$ cat src/rtl/nios_mem_stream_loader.sv
// Framed byte-stream loader for the Nios on-chip memory: parses sync/header/data/checksum,
// packs bytes little-endian into 32-bit words and issues single-cycle Avalon-MM writes.
module nios_mem_stream_loader #(
    parameter int unsigned ADDR_WIDTH = 13,
    parameter int unsigned DEPTH      = 5000
) (
    input  logic                  clk,
    input  logic                  reset,
    input  logic [7:0]            in_data,
    input  logic                  in_valid,
    output logic                  in_ready,
    output logic [ADDR_WIDTH-1:0] mem_address,
    output logic [3:0]            mem_byteenable,
    output logic                  mem_chipselect,
    output logic                  mem_write,
    output logic [31:0]           mem_writedata,
    output logic                  busy,
    output logic                  done,
    output logic                  error,
    output logic [1:0]            err_code
);

    localparam logic [7:0] SYNC_BYTE = 8'hA5;
    localparam logic [1:0] ERR_NONE  = 2'b00;
    localparam logic [1:0] ERR_RANGE = 2'b01;
    localparam logic [1:0] ERR_CSUM  = 2'b10;

    typedef enum logic [2:0] {
        S_IDLE,
        S_HDR,
        S_CHECK,
        S_DATA,
        S_WRITE,
        S_CSUM
    } state_t;

    state_t                state_q, state_d;
    logic [1:0]            hdr_idx_q, hdr_idx_d;
    logic [15:0]           start_q, start_d;
    logic [15:0]           cnt_q, cnt_d;
    logic [15:0]           remain_q, remain_d;
    logic [ADDR_WIDTH-1:0] addr_q, addr_d;
    logic [1:0]            byte_idx_q, byte_idx_d;
    logic [23:0]           word_q, word_d;
    logic [7:0]            sum_q, sum_d;
    logic                  wr_q, wr_d;
    logic [31:0]           wdata_q, wdata_d;
    logic                  busy_q, busy_d;
    logic                  done_q, done_d;
    logic                  error_q, error_d;
    logic [1:0]            code_q, code_d;

    logic                  accept;
    logic [7:0]            sum_next;
    logic [15:0]           hdr_cnt;
    logic [16:0]           range_end;

    // Ready depends only on state; the two internal cycles (CHECK, WRITE) stall the stream.
    assign in_ready = !reset && (state_q != S_CHECK) && (state_q != S_WRITE);
    assign accept   = in_valid && in_ready;
    assign sum_next = sum_q + in_data;
    assign hdr_cnt   = {in_data, cnt_q[7:0]};
    assign range_end = {1'b0, start_q} + {1'b0, hdr_cnt};

    assign mem_address    = addr_q;
    assign mem_byteenable = 4'hF;
    assign mem_chipselect = wr_q;
    assign mem_write      = wr_q;
    assign mem_writedata  = wdata_q;
    assign busy           = busy_q;
    assign done           = done_q;
    assign error          = error_q;
    assign err_code       = code_q;

    // Next-state and output decode
    always_comb begin
        state_d    = state_q;
        hdr_idx_d  = hdr_idx_q;
        start_d    = start_q;
        cnt_d      = cnt_q;
        remain_d   = remain_q;
        addr_d     = addr_q;
        byte_idx_d = byte_idx_q;
        word_d     = word_q;
        sum_d      = sum_q;
        wr_d       = 1'b0;
        wdata_d    = wdata_q;
        busy_d     = busy_q;
        done_d     = 1'b0;
        error_d    = error_q;
        code_d     = code_q;

        unique case (state_q)
            S_IDLE: begin
                if (accept && in_data == SYNC_BYTE) begin
                    state_d   = S_HDR;
                    busy_d    = 1'b1;
                    error_d   = 1'b0;
                    code_d    = ERR_NONE;
                    sum_d     = 8'd0;
                    hdr_idx_d = 2'd0;
                end
            end
            S_HDR: begin
                if (accept) begin
                    sum_d     = sum_next;
                    hdr_idx_d = 2'(hdr_idx_q + 2'd1);
                    unique case (hdr_idx_q)
                        2'd0: start_d[7:0]  = in_data;
                        2'd1: start_d[15:8] = in_data;
                        2'd2: cnt_d[7:0]    = in_data;
                        default: begin
                            // Range is resolved here so done can be registered into the CHECK cycle.
                            cnt_d[15:8] = in_data;
                            remain_d    = hdr_cnt;
                            addr_d      = start_q[ADDR_WIDTH-1:0];
                            state_d     = S_CHECK;
                            if (range_end > 17'(DEPTH)) begin
                                done_d  = 1'b1;
                                busy_d  = 1'b0;
                                error_d = 1'b1;
                                code_d  = ERR_RANGE;
                            end
                        end
                    endcase
                end
            end
            S_CHECK: begin
                byte_idx_d = 2'd0;
                if (error_q) begin
                    state_d = S_IDLE;
                end else if (remain_q == 16'd0) begin
                    state_d = S_CSUM;
                end else begin
                    state_d = S_DATA;
                end
            end
            S_DATA: begin
                if (accept) begin
                    sum_d      = sum_next;
                    byte_idx_d = 2'(byte_idx_q + 2'd1);
                    unique case (byte_idx_q)
                        2'd0: word_d[7:0]   = in_data;
                        2'd1: word_d[15:8]  = in_data;
                        2'd2: word_d[23:16] = in_data;
                        default: begin
                            wr_d    = 1'b1;
                            wdata_d = {in_data, word_q};
                            state_d = S_WRITE;
                        end
                    endcase
                end
            end
            S_WRITE: begin
                addr_d   = ADDR_WIDTH'(addr_q + ADDR_WIDTH'(1));
                remain_d = remain_q - 16'd1;
                state_d  = (remain_q == 16'd1) ? S_CSUM : S_DATA;
            end
            S_CSUM: begin
                if (accept) begin
                    sum_d   = sum_next;
                    done_d  = 1'b1;
                    busy_d  = 1'b0;
                    state_d = S_IDLE;
                    if (sum_next != 8'd0) begin
                        error_d = 1'b1;
                        code_d  = ERR_CSUM;
                    end
                end
            end
            default: state_d = S_IDLE;
        endcase
    end

    // State and output registers
    always_ff @(posedge clk or posedge reset) begin
        if (reset) begin
            state_q    <= S_IDLE;
            hdr_idx_q  <= 2'd0;
            start_q    <= 16'd0;
            cnt_q      <= 16'd0;
            remain_q   <= 16'd0;
            addr_q     <= '0;
            byte_idx_q <= 2'd0;
            word_q     <= 24'd0;
            sum_q      <= 8'd0;
            wr_q       <= 1'b0;
            wdata_q    <= 32'd0;
            busy_q     <= 1'b0;
            done_q     <= 1'b0;
            error_q    <= 1'b0;
            code_q     <= ERR_NONE;
        end else begin
            state_q    <= state_d;
            hdr_idx_q  <= hdr_idx_d;
            start_q    <= start_d;
            cnt_q      <= cnt_d;
            remain_q   <= remain_d;
            addr_q     <= addr_d;
            byte_idx_q <= byte_idx_d;
            word_q     <= word_d;
            sum_q      <= sum_d;
            wr_q       <= wr_d;
            wdata_q    <= wdata_d;
            busy_q     <= busy_d;
            done_q     <= done_d;
            error_q    <= error_d;
            code_q     <= code_d;
        end
    end

endmodule

$ cat config.mk
export PLATFORM = sky130hd
export DESIGN_NAME = nios_mem_stream_loader
export DESIGN_NICKNAME = d
export VERILOG_FILES = /design/src/rtl/nios_mem_stream_loader.sv
export SDC_FILE = /design/constraint.sdc
export NUM_CORES = 1
export LEC_CHECK = 0
export BUFFER_PORTS_ARGS = -buffer_cell sky130_fd_sc_hd__buf_4
export CAP_MARGIN = 20
export CORE_UTILIZATION = 46
export CTS_BUF_LIST = sky130_fd_sc_hd__clkbuf_8 sky130_fd_sc_hd__clkbuf_16
export CTS_CLUSTER_SIZE = 24
export DETAILED_ROUTE_END_ITERATION = 6
export GPL_TIMING_DRIVEN = 0
export PLACE_DENSITY_LB_ADDON = 0.08
export RECOVER_POWER = 100
export SLEW_MARGIN = 25
export SYNTH_ARGS = -nofsm -noshare
export SYNTH_HDL_FRONTEND = slang
export SYNTH_SLANG_ARGS = --single-unit
$ cat constraint.sdc
create_clock -name clk -period 4.5 [get_ports clk]
set_clock_uncertainty 0.2 [all_clocks]
set_input_delay 0.45 -clock clk [delete_from_list [all_inputs] [get_ports clk]]
set_output_delay 0.45 -clock clk [all_outputs]
set_load 0.01 [all_outputs]
### Yosys cells after proc, flatten, opt, wreduce, memory -nomap -nowiden

Cells that the tools add are included.

* eq/ne operators: 22
* bitwise gates (word level): 1
* add/sub/neg operators: 6
* reduce and logical (&&, ||, !) cells: 32
* muxes and demuxes: 51
* magnitude comparators: 1

Operators by type and width (count)
* $mux W16: 2
* $pmux W16 S2: 1
* $reduce_and A3 Y1: 10
* $mux W3: 9
* $mux W13: 2
* $pmux W13 S2: 1
* $mux W1: 18
* $pmux W3 S6: 1
* $add A16 B16 Y17: 1
* $gt A17 B13 Y1 const B: 1
* $eq A16 B1 Y1 const B: 1
* $logic_not A16 Y1: 1
* $mux W2: 8
* $mux W8: 2
* $ne A2 B2 Y1 const B: 8
* $pmux W8 S2: 1
* $sub A16 B1 Y16 const B: 1
* $add A13 B1 Y13 const B: 1
* $reduce_and A6 Y1: 2
* $reduce_or A3 Y1: 3
* $add A8 B8 Y8: 1
* $eq A8 B8 Y1 const B: 1
* $pmux W2 S2: 2
* $reduce_bool A2 Y1: 4
* 21 further kinds: 31

* word-level logic and storage cells: 131
* input bits: 11
* register bits after elaboration: 130
* output and inout bits: 57

### Depth between registers and ports, before layout

* word-level depth: 7
* gate-level depth with buffers: 11
* mapped depth without buffers: 10

### Least setup slack after synthesis

Ideal clock, no wire load.

* path kind: flip-flop to flip-flop
* from: reg start_q[0]
* to: reg error_q, in the netlist error
* data required time: 4175 ps
* buffers on the path: 0
* cell stages (with the launch flop): 11
* arrival: 2724 ps
* period minus slack after synthesis: 3049 ps
* slack: 1451 ps
* cell sequence: dfrtp_1 -> ha_1 -> fa_1 -> a21o_1 -> a221o_1 -> a311oi_1 -> nor3_1 -> nor3_1 -> a21oi_2 -> a21o_2 -> mux2_4

* longest elaborated chain between the ends: 4

RTL lines
* from (decl): RTL line 39 `logic [15:0] start_q, start_d;`
* from (signal assigned): RTL line 196 `start_q <= start_d;`
* $add A16 B16 Y17: RTL line 63 `assign range_end = {1'b0, start_q} + {1'b0, hdr_cnt};`
* $gt A17 B13 Y1: RTL line 118 `if (range_end > 17'(DEPTH)) begin`
* $ne A2 B2 Y1 (no line)
* $reduce_and A7 Y1 (no line)
* to (signal assigned): RTL line 207 `error_q <= error_d;`
* to (decl): RTL line 50 `logic error_q, error_d;`

No other way between the ends.
A chain may end at the register's enable or synchronous reset.

### Final worst setup path

* from: reg state_q[1]
* to: reg remain_q[13]

* longest elaborated chain between the ends: 6
* elaborated cells on any way between the ends: 12
* those cells by class: eq/ne: 6; mux: 1; reduce/logical: 5

RTL lines
* from (decl): RTL line 37 `state_t state_q, state_d;`
* from (signal assigned): RTL line 194 `state_q <= state_d;`
* $ne A3 B2 Y1: RTL line 59 `assign in_ready = !reset && (state_q != S_CHECK) && (state_q != S_WRITE);`
* $logic_and A1 B1 Y1 (2 in a row): RTL line 59
* $logic_and A1 B1 Y1: RTL line 60 `assign accept = in_valid && in_ready;`
* $ne A2 B2 Y1 (no line)
* $reduce_and A3 Y1 (no line)
* to (signal assigned): RTL line 198 `remain_q <= remain_d;`
* to (decl): RTL line 41 `logic [15:0] remain_q, remain_d;`

Parallel ways exist; a longest one is shown, timed or not.

==> results.md <==
- CP Max Fanout: 10
- Fmax: 286 MHz
- Num rows: 45
- CTS resizes: 0
- R2R cell count: 10
- Post-synthesis mux area share: 13.4%
- Int Pwr: 3.51 mW
- Synth Area in Compound Gates: 16.7%
- DR iter-0 viols: 467
- Max_cap viols: 1
- Final-report max-slew violation count: 49
- Post-Syn Instances: 691
- Normalized max-slew margin: -43.3%
- Post-DP HPWL: 13.1 mm
- Global-route wire length before repair: 30.2 mm
- CP Capture Type: register
- CTS tree: built
- Worst-margin pin slew: 2.14 ns
- Crit start category: register
- Worst setup margin: 0.997 ns
- First drt pass iteration count: 5
- Placer congestion estimate: 0.877
- Comb power frac: 41.8%
- Worst vdd ir: 0.383 mV
- Overflow after GRT: 0
- Synth Cell Area: 0.00709 mm^2
- Drc violations: 0
- Vias in the first global route: 5,588
- TritonCTS Buffers: 17
- RR Startpoint: state_q[1]
- Cell accounting for the most synthesized area: dfrtp_1
- Layout area overhead: 15.5%
- Largest family of logic cells by synthesized area: compound AO/OA/AOI/OAI gates
- Critical path startpoint: state_q[1]
- Filler cells: 1,373
- Post-synthesis simple-gate area fraction: 12.3%
- Min-delay worst type: in -> reg
- Synth top area share: 45.9%
- Fin nets: 825
- Initial Util: 46.8%
- Longest Clk Path Bufs: 2
- PortBufs: 63
- FF+latch count, synth: 130
- Stages on worst setup path: 10
- Slowest CP cell: a21oi_1
- Setup WS pre-CTS: 0.924 ns
- RSZ-0062 raised after global routing: false
- Worst hold margin: 0.245 ns
- Worst path cell trace: clkbuf_1 > xor2_1 > a21oi_1 > and2_0 > clkbuf_1 > nand4b_1 > a21oi_1 > clkbuf_1 > nand2_1 > o2bb2ai_1
- Yosys cell types: 68
- Reg2reg setup slack: 1.0 ns
- Psw: 2.36 mW
- Core ar.: 0.0151 mm^2
- Ratio of cells with drive above 1 in the final layout: 18.1%
- Run status: complete, but fails checks
- Commonest non-fill, non-tap cell in the layout: dfrtp_1
- Antenna cells: 0
- Critical path data required time: 4.59 ns
- Chip width: 126 um
- Die height: 126 um
- CP dominant cell by count: clkbuf_1
- Flop pwr share: 35.2%
- Final min period: 3.50 ns
- Root buf cell: clkbuf_16
- Clock-pin slew on the worst setup and hold paths: 0.06 ns
- Synth warn: 0
- CP top delay family: compound AO/OA/AOI/OAI gates
- Ports: 68
- Post-Route WL: 18.8 mm
- Largest net degree at the start of global routing: 84
- Pleak: 3.68 nW
- Hold Fails Final Rpt: 0
- Final Cycle Share: 77.8%
- CP arrival: 3.59 ns
- Tot GR Track Use: 25.0%
- Setup CP Type: reg -> reg
- Ys flop type: dfrtp_1
- Post-synth EDFFs: 0
- CP bufs+invs: 3
- DR vias/cell: 5.90
- Setup violators final: 0
- Die area: 0.0159 mm^2
- Xor/xnor share of the synthesized area: 1.73%
- Htree depth: 4
- Synth area leaders: dfrtp_1 46%, mux2_2 13%, ha_1 6.0%
- Sequential-to-total area share from yosys stat: 45.9%
- Antenna-violating nets left: 0
- Critical Path End: remain_q[13]
- Routed WL per cell: 19.2 um
- Post-synth ARST share: 100%
- Syn Area/Cell: 10.3 um^2
- Total number of vias: 5,778
- Slowest stage delay, CP: 0.72 ns
- Synth Area in Adders: 6.56%
- Clock network power share: 23.0%
- Reg2reg end: remain_q[13]
- Worst skew pair latency: 0.43 ns
- Failing checks: capacitance limit, slew limit
- Initial antenna violation count: 0
- PD cells: 717 mW/mm^2
- Sink Count: 130
- Switch share: 40.2%
- Most frequent cells in the layout: 130 x dfrtp_1, 81 x mux2_2, 77 x clkbuf_1
[flip-flops by register name (all words and copies together), names as in the netlist]
register        cells
err_code            2
start_q            16
mem_address        13
byte_idx_q          2
sum_q               8
word_q             24
state_q             3
error               1
busy                1
mem_chipselect      1
hdr_idx_q           2
cnt_q               8
done                1
mem_writedata      32
remain_q           16
[power groups by stage]
stage	clock [mW]	combinational, mW	sequential [mW]
final	1.35	2.45	2.07
after detailed placement	0	2.58	2.08
after CTS	1.38	2.59	2.07
after floorplan	0	1.82	2.01
after global routing	1.43	2.73	2.13
after global placement	0	2.51	2.06
[metal layers]
metal	vias up	routed length (um)	global-route usage, %
met1	2843	8170	31.7
li1	2690	-	-
met5	-	0	0
met3	43	1140	5.78
met2	202	8920	40.8
met4	0	587	11.3
[how the worst min path moves through the flow]
stage,start,to,slack [ns],depth (start not counted)
global route,in_data[0],mem_writedata[24],0.25,2
CTS,in_data[0],start_q[0],0.23,2
global placement,sum_q[4],sum_q[4],0.26,2
finish,in_data[0],cnt_q[0],0.24,2
floorplan,sum_q[0],sum_q[0],0.24,2
detailed placement,sum_q[4],sum_q[4],0.27,2
[synth_stat cells (3+ instances only)]
cell type,number
a21o_1,10
a21oi_1,62
a22o_1,3
a22oi_1,6
a31oi_1,5
and3_1,5
buf_1,3
buf_2,3
buf_4,9
clkbuf_1,18
dfrtp_1,130
ha_1,34
inv_1,15
mux2_2,81
nand2_1,63
nand2b_1,8
nand3_1,20
nand4_1,5
nor2_1,51
nor3_1,20
o21a_1,5
o21ai_0,48
o22ai_1,8
o2bb2ai_1,5
o31ai_1,4
xnor2_1,10
xor2_1,4
[stage by stage]
stage / total power [mW] / TNS [ns] / instances / util, % / area (um^2)
floorplan: 3.83 / 0 / 694 / - / 7100
global placement: 4.57 / -142.96 / 945 / 51.6 / 7810
detailed placement: 4.67 / 0 / 946 / 51.8 / 7850
CTS: 6.05 / 0 / 979 / 55.7 / 8430
global route: 6.29 / 0 / 979 / 54.1 / 8190
finish: 5.87 / 0 / 979 / 54.1 / 8190
[kinds of logic (layout without fill, tap and decap cells)]
logic type	after synthesis	in the layout
compound gates	188	188
simple gates	188	188
flops	130	130
mux	84	84
buf+inv	50	147
fa+ha+maj	36	36
xor+xnor	14	14
other cells	1	4
[cell type report]
cell class	instances	area, um^2	area share [%]
Timing Repair Buffer	65	292	3.56
Inverter	15	57.6	0.703
Sequential cell	130	3250	39.7
Clock inverter	13	123	1.50
Multi-Input combinational cell	514	3600	44.0
Tap cell	188	235	2.87
Clock buffer	19	453	5.53
Buffer	35	178	2.17
[repair_timing]
item | in CTS | in global routing
endpoints found under the hold margin | 47 | 0
setup buffers | 0 | 0
hold buffers | 1 | 0
No activity file was read; power rests on OpenSTA's default activity.
